==> config.mk <==
export PLATFORM = sky130hd
export DESIGN_NAME = mem_write_arbiter
export DESIGN_NICKNAME = d
export VERILOG_FILES = /design/src/rtl/mem_ctrl_pkg.sv /design/src/rtl/rr_arbiter2.sv /design/src/rtl/mem_write_arbiter.sv
export SDC_FILE = /design/constraint.sdc
export NUM_CORES = 1
export LEC_CHECK = 0
export BUFFER_PORTS_ARGS = -buffer_cell sky130_fd_sc_hd__clkbuf_2
export CORE_MARGIN = 2
export CORE_UTILIZATION = 35
export CTS_CLUSTER_SIZE = 10
export DETAILED_ROUTE_END_ITERATION = 16
export MAX_ROUTING_LAYER = met4
export PLACE_DENSITY = 0.62
export SYNTH_ARGS = -nofsm -noshare
export SYNTH_HDL_FRONTEND = slang
export SYNTH_SLANG_ARGS = --single-unit
==> constraint.sdc <==
create_clock -name clk -period 1.84 [get_ports clk]
set_clock_uncertainty 0.1 [all_clocks]
set_input_delay 0.368 -clock clk [delete_from_list [all_inputs] [get_ports clk]]
set_output_delay 0.368 -clock clk [all_outputs]
set_load 0.01 [all_outputs]
==> src/rtl/mem_ctrl_pkg.sv <==
// Shared widths, FSM state type and write-request record for the main-memory write port.
package mem_ctrl_pkg;

    localparam int ADDR_W = 4;
    localparam int DATA_W = 8;

    typedef enum logic {IDLE, CLEAR} arb_state_t;

    typedef struct packed {
        logic [ADDR_W-1:0] addr;
        logic [DATA_W-1:0] data;
    } wr_req_t;

endpackage

==> src/rtl/rr_arbiter2.sv <==
// Two-requester grant logic. MEM_ARB_RR_EN selects round-robin on ties; otherwise requester 0
// has fixed priority.
module rr_arbiter2 (
    input  logic       clk,
    input  logic       rst_n,
    input  logic [1:0] valid_i,
    input  logic       enable_i,
    output logic [1:0] grant_o
);

`ifdef MEM_ARB_RR_EN
    // last_q==1 means requester 1 was granted most recently, so requester 0 wins the next tie
    logic last_q;
    logic last_d;

    always_comb begin
        grant_o = 2'b00;
        if (enable_i) begin
            if (valid_i == 2'b11) begin
                grant_o = last_q ? 2'b01 : 2'b10;
            end else begin
                grant_o = valid_i;
            end
        end
    end

    always_comb begin
        last_d = last_q;
        if (|grant_o) begin
            last_d = grant_o[1];
        end
    end

    always_ff @(posedge clk or negedge rst_n) begin
        if (!rst_n) begin
            last_q <= 1'b1;
        end else begin
            last_q <= last_d;
        end
    end
`else
    always_comb begin
        grant_o = 2'b00;
        if (enable_i) begin
            grant_o = {valid_i[1] & ~valid_i[0], valid_i[0]};
        end
    end

    logic unused_clk_rst;
    assign unused_clk_rst = clk ^ rst_n;
`endif

endmodule

==> src/rtl/mem_write_arbiter.sv <==
// Owns the 16x8 memory write port: arbitrates two requesters and runs the clear sweep.
// Build option MEM_ARB_RR_EN enables round-robin tie breaking inside rr_arbiter2.
module mem_write_arbiter
    import mem_ctrl_pkg::*;
#(
    parameter logic [DATA_W-1:0] CLR_VALUE = '0
) (
    input  logic              clk,
    input  logic              reset,
    input  logic              req0_valid,
    input  logic [ADDR_W-1:0] req0_addr,
    input  logic [DATA_W-1:0] req0_data,
    output logic              req0_ready,
    input  logic              req1_valid,
    input  logic [ADDR_W-1:0] req1_addr,
    input  logic [DATA_W-1:0] req1_data,
    output logic              req1_ready,
    input  logic              clr_start,
    output logic              clr_busy,
    output logic              clr_done,
    output logic              mem_we,
    output logic [ADDR_W-1:0] mem_waddr,
    output logic [DATA_W-1:0] mem_wdata
);

    arb_state_t        state_q;
    logic [ADDR_W-1:0] cnt_q;
    wr_req_t           issue_q;
    logic              issue_vld_q;
    logic              clr_busy_q;
    logic              clr_done_q;

    logic [1:0]        grant;
    logic              accept;
    wr_req_t           sel_req;

    // Requests are only taken in IDLE when no clear is being launched; held off while in reset
    rr_arbiter2 u_arb (
        .clk      (clk),
        .rst_n    (reset),
        .valid_i  ({req1_valid, req0_valid}),
        .enable_i (reset && (state_q == IDLE) && !clr_start),
        .grant_o  (grant)
    );

    assign req0_ready = grant[0];
    assign req1_ready = grant[1];
    assign accept     = |grant;
    assign sel_req    = grant[1] ? '{addr: req1_addr, data: req1_data}
                                 : '{addr: req0_addr, data: req0_data};

    always_ff @(posedge clk or negedge reset) begin
        if (!reset) begin
            state_q     <= IDLE;
            cnt_q       <= '0;
            issue_q     <= '0;
            issue_vld_q <= 1'b0;
            clr_busy_q  <= 1'b0;
            clr_done_q  <= 1'b0;
        end else begin
            clr_done_q <= 1'b0;
            case (state_q)
                IDLE: begin
                    if (clr_start) begin
                        state_q     <= CLEAR;
                        cnt_q       <= '0;
                        clr_busy_q  <= 1'b1;
                        issue_vld_q <= 1'b1;
                        issue_q     <= '{addr: '0, data: CLR_VALUE};
                    end else begin
                        issue_vld_q <= accept;
                        if (accept) begin
                            issue_q <= sel_req;
                        end
                    end
                end
                CLEAR: begin
                    // issue_q.addr tracks the counter so the port shows the word being cleared
                    cnt_q <= cnt_q + 1'b1;
                    if (cnt_q == '1) begin
                        state_q     <= IDLE;
                        clr_busy_q  <= 1'b0;
                        clr_done_q  <= 1'b1;
                        issue_vld_q <= 1'b0;
                    end else begin
                        issue_q.addr <= cnt_q + 1'b1;
                    end
                end
            endcase
        end
    end

    assign mem_we    = issue_vld_q;
    assign mem_waddr = issue_q.addr;
    assign mem_wdata = issue_q.data;
    assign clr_busy  = clr_busy_q;
    assign clr_done  = clr_done_q;

endmodule

After elaboration in Yosys (flattened, before gate mapping) --
Index checks and enable logic that the tools add are counted.
Word-level totals: RAM bits 0, ROM bits 0, memories 0, word-level logic and storage cells 42, register bits 20, latch bits 0
Cells by class: shifts and indexed selects 0, multipliers 0, equality and inequality tests 5, order comparisons 0, bitwise logic cells 3, reduce and logical (&&, ||, !) cells 8, divide/modulo/power cells 0, muxes and demuxes 18, add/subtract/negate cells 1
Operators with widths (number):
- 2-to-1 mux 12 bit | 3
- one-hot mux 4 bit (2 select lines) | 2
- 2-to-1 mux 4 bit | 2
- 2-to-1 mux 1 bit | 7
- one-hot mux 1 bit (2 select lines) | 3
- AND reduction 2 bit | 3
- adder 4 x 1 -> 4 bit (second input constant) | 1
- == test 4 bit (second input constant) | 1
- != test 2 bit (second input constant) | 2
- != test 3 bit (second input constant) | 1
- logical AND 1 bit | 2
- 2-to-1 mux 2 bit | 1
- != test 2 x 1 -> 1 bit (second input constant) | 1
- NOT 1 bit | 2
- nonzero test 2 bit | 1
- OR reduction 2 bit | 1
- AND 1 bit | 1
- logical NOT 1 bit | 1

Logic depth before layout (Yosys ltp) --
depth after elaboration 8, mapped depth 6, mapped depth without buffers 5

Hierarchy --
From an unflattened synthesis, not the netlist that was laid out.
Unflattened totals: cell total of the unflattened synthesis 100, area total of the unflattened synthesis 1082.3 sq um
Modules (own cells, without submodules):
- mem_write_arbiter | seq. area each 500.5 sq um, area each 1066.0 sq um, instances 1, cells each 98
- rr_arbiter2 | seq. area each 0.0 sq um, area each 16.3 sq um, instances 1, cells each 2

Worst setup path after synthesis --
OpenSTA, ideal clock, no wires.
kind register -> register, start register state_q, end register issue_q, in the netlist mem_wdata[6], data required time 1.646 ns, buffers on the path 2, cell stages (with the launch flop) 7, path slack 0.265 ns, data arrival time 1.381 ns, path through dfrtp_1 buf_6 nor3b_4 nand2_1 buf_4 mux2i_1 a211oi_1
On the way: word-level cells in the longest chain between the ends 7, elaborated cells between the ends (all ways) 10
RTL lines:
- start, declared | RTL line mem_write_arbiter.sv:26 | arb_state_t state_q;
- start signal, assigned | RTL line mem_write_arbiter.sv:54 | state_q <= IDLE;
- start signal, assigned | RTL line mem_write_arbiter.sv:65 | state_q <= CLEAR;
- start signal, assigned | RTL line mem_write_arbiter.sv:81 | state_q <= IDLE;
- NOT 1 bit (no source line) (*)
- logical AND 1 bit (2 in series) | RTL line mem_write_arbiter.sv:42 | .enable_i (reset && (state_q == IDLE) && !clr_start),
- 2-to-1 mux 2 bit | RTL line rr_arbiter2.sv:44 | if (enable_i) begin
- 2-to-1 mux 12 bit or OR reduction 2 bit (tied branches) | RTL line mem_write_arbiter.sv:49, mem_write_arbiter.sv:48
- 2-to-1 mux 12 bit or nonzero test 2 bit (tied branches)
- 2-to-1 mux 12 bit or AND reduction 2 bit (tied branches)
- end signal, assigned | RTL line mem_write_arbiter.sv:69 | issue_q <= '{addr: '0, data: CLR_VALUE};
- end signal, assigned | RTL line mem_write_arbiter.sv:73 | issue_q <= sel_req;
- end, declared | RTL line mem_write_arbiter.sv:28 | wr_req_t issue_q;
Mark *: on every way between the ends. The rest lies on a longest branch, timed or not. The select of a mux whose other input is x is not followed. A chain may end at the register's enable or synchronous reset.

Final worst setup path --
start register state_q, end output req0_ready
On the way: word-level cells in the longest chain between the ends 4
RTL lines:
- NOT 1 bit (no source line)
- logical AND 1 bit (2 in series) | RTL line mem_write_arbiter.sv:42
- 2-to-1 mux 2 bit | RTL line rr_arbiter2.sv:44
- end, declared | RTL line mem_write_arbiter.sv:13 | output logic req0_ready,
Every way passes these cells.

==> results by group <==
Floorplanning
  – I/O pins: 46
  – Initial core utilization: 36.0%
  – Row count: 19
  – DIE AREA: 3200 um^2
  – Die height: 56.6 um
  – Die Wd: 56.6 um
  – Core box area: 2690 um^2

Flow run
  – Max-Cap Viols: 0

Worst setup path
  – Arrival @ worst endpoint: ~1.4 ns
  – Crit Path Class: flip-flop to primary output
  – Crit-path max cell delay: 0.46 ns
  – Max FO, Critical Path: 5
  – Cell Chain, Critical Path: nor3b_4 > buf_4 > and2_1 > clkbuf_2
  – Worst Setup Start Kind: flip-flop
  – WP data required: 1.37 ns
  – Slowest cell on crit path: dfrtp_2
  – Crit. End Element: primary output

Synthesis
  – Yosys cell types: 29
  – Cell count after synthesis: around 90
  – Post-synth top area cell: dfrtp_1
  – Post-synth top area share: 51.7%
  – Sequential area share after synthesis: 51.7%
  – Ranking of synthesized cells by area: dfrtp_1 (52%), mux2i_1 (8.3%), o2bb2ai_1 (4.5%)
  – Avg Inst Size Synth: 11.0 um^2
  – Synthesized flop and latch total: 20
  – Post-synthesis cell area: around 970 um^2
  – Synth warnings: 0
  – Syn_nets: 118

Placed design
  – I/O Buffers: 45
  – Dpl hpwl: 1680 um
  – DP Worst Slack: about 0.17 ns
  – DP Cell Count: approximately 170
  – GPL Wtd Cong: 0.773

Worst hold path
  – Hold crit path type: input pin to flip-flop

Clocking
  – Clock transition at path regs: 0.12 ns
  – CTS tree: yes
  – Max Root-Sink Buffers: 2
  – Postcts setup bufs: 0
  – Root Driver: clkbuf_4
  – Clk_lat worst skew: 0.30 ns
  – # clock sinks: 20
  – H-tree depth: 1
  – Num CTS Buffers: 3

Routing
  – DRC Markers: 0
  – DRT Pass-1 Iters: 4
  – Violation count after the first detailed-route iteration: 6
  – Drt wl/cell: approximately 13 um
  – DR vias/cell: 4.95
  – Post-DRT Antenna Nets: 0
  – Post-Route WL: 2150 um
  – Via count: between 800 and 900

Cells and area
  – Share of cells above drive strength 1: 43.6%
  – Antenna cells: 0
  – Fillers: ~270
  – Non-Filler Instances: 171
  – Nets: between 150 and 200
  – Most frequent cells in the layout: clkbuf_2 (45), dfrtp_1 (19), nor2_1 (11), nand2_1 (8), mux2i_1 (8)
  – Area grow syn2layout: 34.0%
  – Commonest non-fill, non-tap cell in the layout: clkbuf_2

GRT
  – Grt total ovfl: 0
  – Antenna violations before repair: 0
  – Number of global-route vias before repair: about 840
  – Routing usage on met1: 19.5%
  – Grt peak-use layer: met2
  – First-pass GRT wire length: 3710 um
  – Largest net degree at the start of global routing: 21
  – Met3 Usage GRT: 3.00%
  – Met2 usage: 23.9%
  – Total global-route track usage: about 15%

Power
  – Int Pwr: between 0.001 and 0.0015 W
  – Peak VDD IR: between 0.6 and 0.7 mV
  – Flop pwr share: between 40% and 50%
  – Power Density: 1430 nW/um^2
  – Power share of the clock group: ~14%
  – P_leak: 0.703 nW
  – Net Sw Power: 0.000680 W
  – Sw frac: 36.5%
  – Logic pwr share: ~43%

Timing
  – Final Max Tran Viols: 0
  – Final period util: 99.7%
  – Worst-Margin Slew: 0.372 ns
  – Final worst path period need: 1.83 ns
  – Final setup margin: approximately 0.0063 ns
  – Slew margin rel.: 75.1%
  – Fin. Hold Viols: 0
  – Fmax: between 0.5 and 0.6 GHz
  – RSZ-0062 raised after global routing: yes
  – Final setup vio count: 0

Run status
  – Status: finished clean
[routing by layer]
metal	vias to the layer above	routed length [um]
met2	33	974
met3	4	163
li1	421	-
met5	-	0
met1	388	982
met4	0	32
[cell families after synthesis]
kind of cell | share of synthesized area (%)
adder cells (fa/ha/maj) | 1.29
multiplexers | 8.28
AND/OR/NAND/NOR | 17.3
AO/OA/AOI/OAI | 16.3
flip-flops | 51.7
XOR/XNOR | 1.81
buffers and inverters | 3.23
[critical path: cells and delay by family, from the launching register on]
kind                   cells  cell delay, ns
buffers and inverters      2            0.29
flip-flops                 1            0.46
AND/OR/NAND/NOR            2            0.32
[worst paths after layout]
kind | start | endpoint | slack (ns) | cells after the start
max in group asynchronous | reset | state_q | 0.92 | 3
worst min register to register | mem_wdata[1] | mem_wdata[1] | 0.41 | 1
worst max-delay path | state_q | req0_ready | 0.006 | 4
worst min-delay path | req0_addr[0] | mem_waddr[0] | 0.20 | 3
worst max register to register | cnt_q[0] | mem_waddr[3] | 0.16 | 5
min in group asynchronous | reset | cnt_q[2] | 0.49 | 3
[synthesized netlist by cell type (all sizes together)]
cell,count
and2,2
and4,1
nor2,12
a31oi,2
nand3,5
a22o,2
nand2,8
xnor2,1
buf,3
o31a,1
nor2b,3
or2,1
a41oi,2
a22oi,1
a21o,1
dfrtp,20
nor3b,1
ha,1
o2bb2ai,6
a211oi,3
xor2,1
a21oi,1
clkbuf,1
mux2i,8
inv,1
[layout make-up]
cell class,instances,area [um^2],share of cell area [%]
timing repair buffer,52,280,21.6
inverter,1,3.75,0.290
sequential,20,502,38.7
tap,31,38.8,2.99
clock buffer,4,36.3,2.80
multi-input combinational,63,435,33.6
[registers in the layout, indices dropped and copies added, names as in the netlist]
| name | cells |
|---|---|
| mem_waddr | 4 |
| state_q | 1 |
| mem_we | 1 |
| mem_wdata | 8 |
| clr_busy | 1 |
| cnt_q | 4 |
| clr_done | 1 |
[metrics by stage]
stage	power [W]	setup TNS (ns)	cell area [um^2]	utilization, %	hold WS, ns
finish	0.00186	0	1300	48.3	0.196
global route	0.00202	-0.0450	1300	48.3	0.186
CTS	0.00188	0	1300	48.3	0.191
detailed placement	0.00162	0	1250	46.5	0.281
global placement	0.00160	0	1250	46.5	0.292
floorplan	0.00131	0	967	-	-0.0276
[power by group through the flow]
stage	registers (W)	clock network (W)	logic (W)
after floorplan	0.000852	0	0.000460
after global placement	0.000802	0	0.000798
after detailed placement	0.000802	0	0.000816
after CTS	0.000799	0.000268	0.000816
after global routing	0.000834	0.000294	0.000894
final	0.000799	0.000263	0.000798
[repair_timing]
action                     CTS  global route
resized for setup            2             0
gates cloned                 0             0
hold buffers                 1             0
setup endpoints to repair    2             2
hold endpoints to repair    20             0
(Power assumes the default switching activity.)
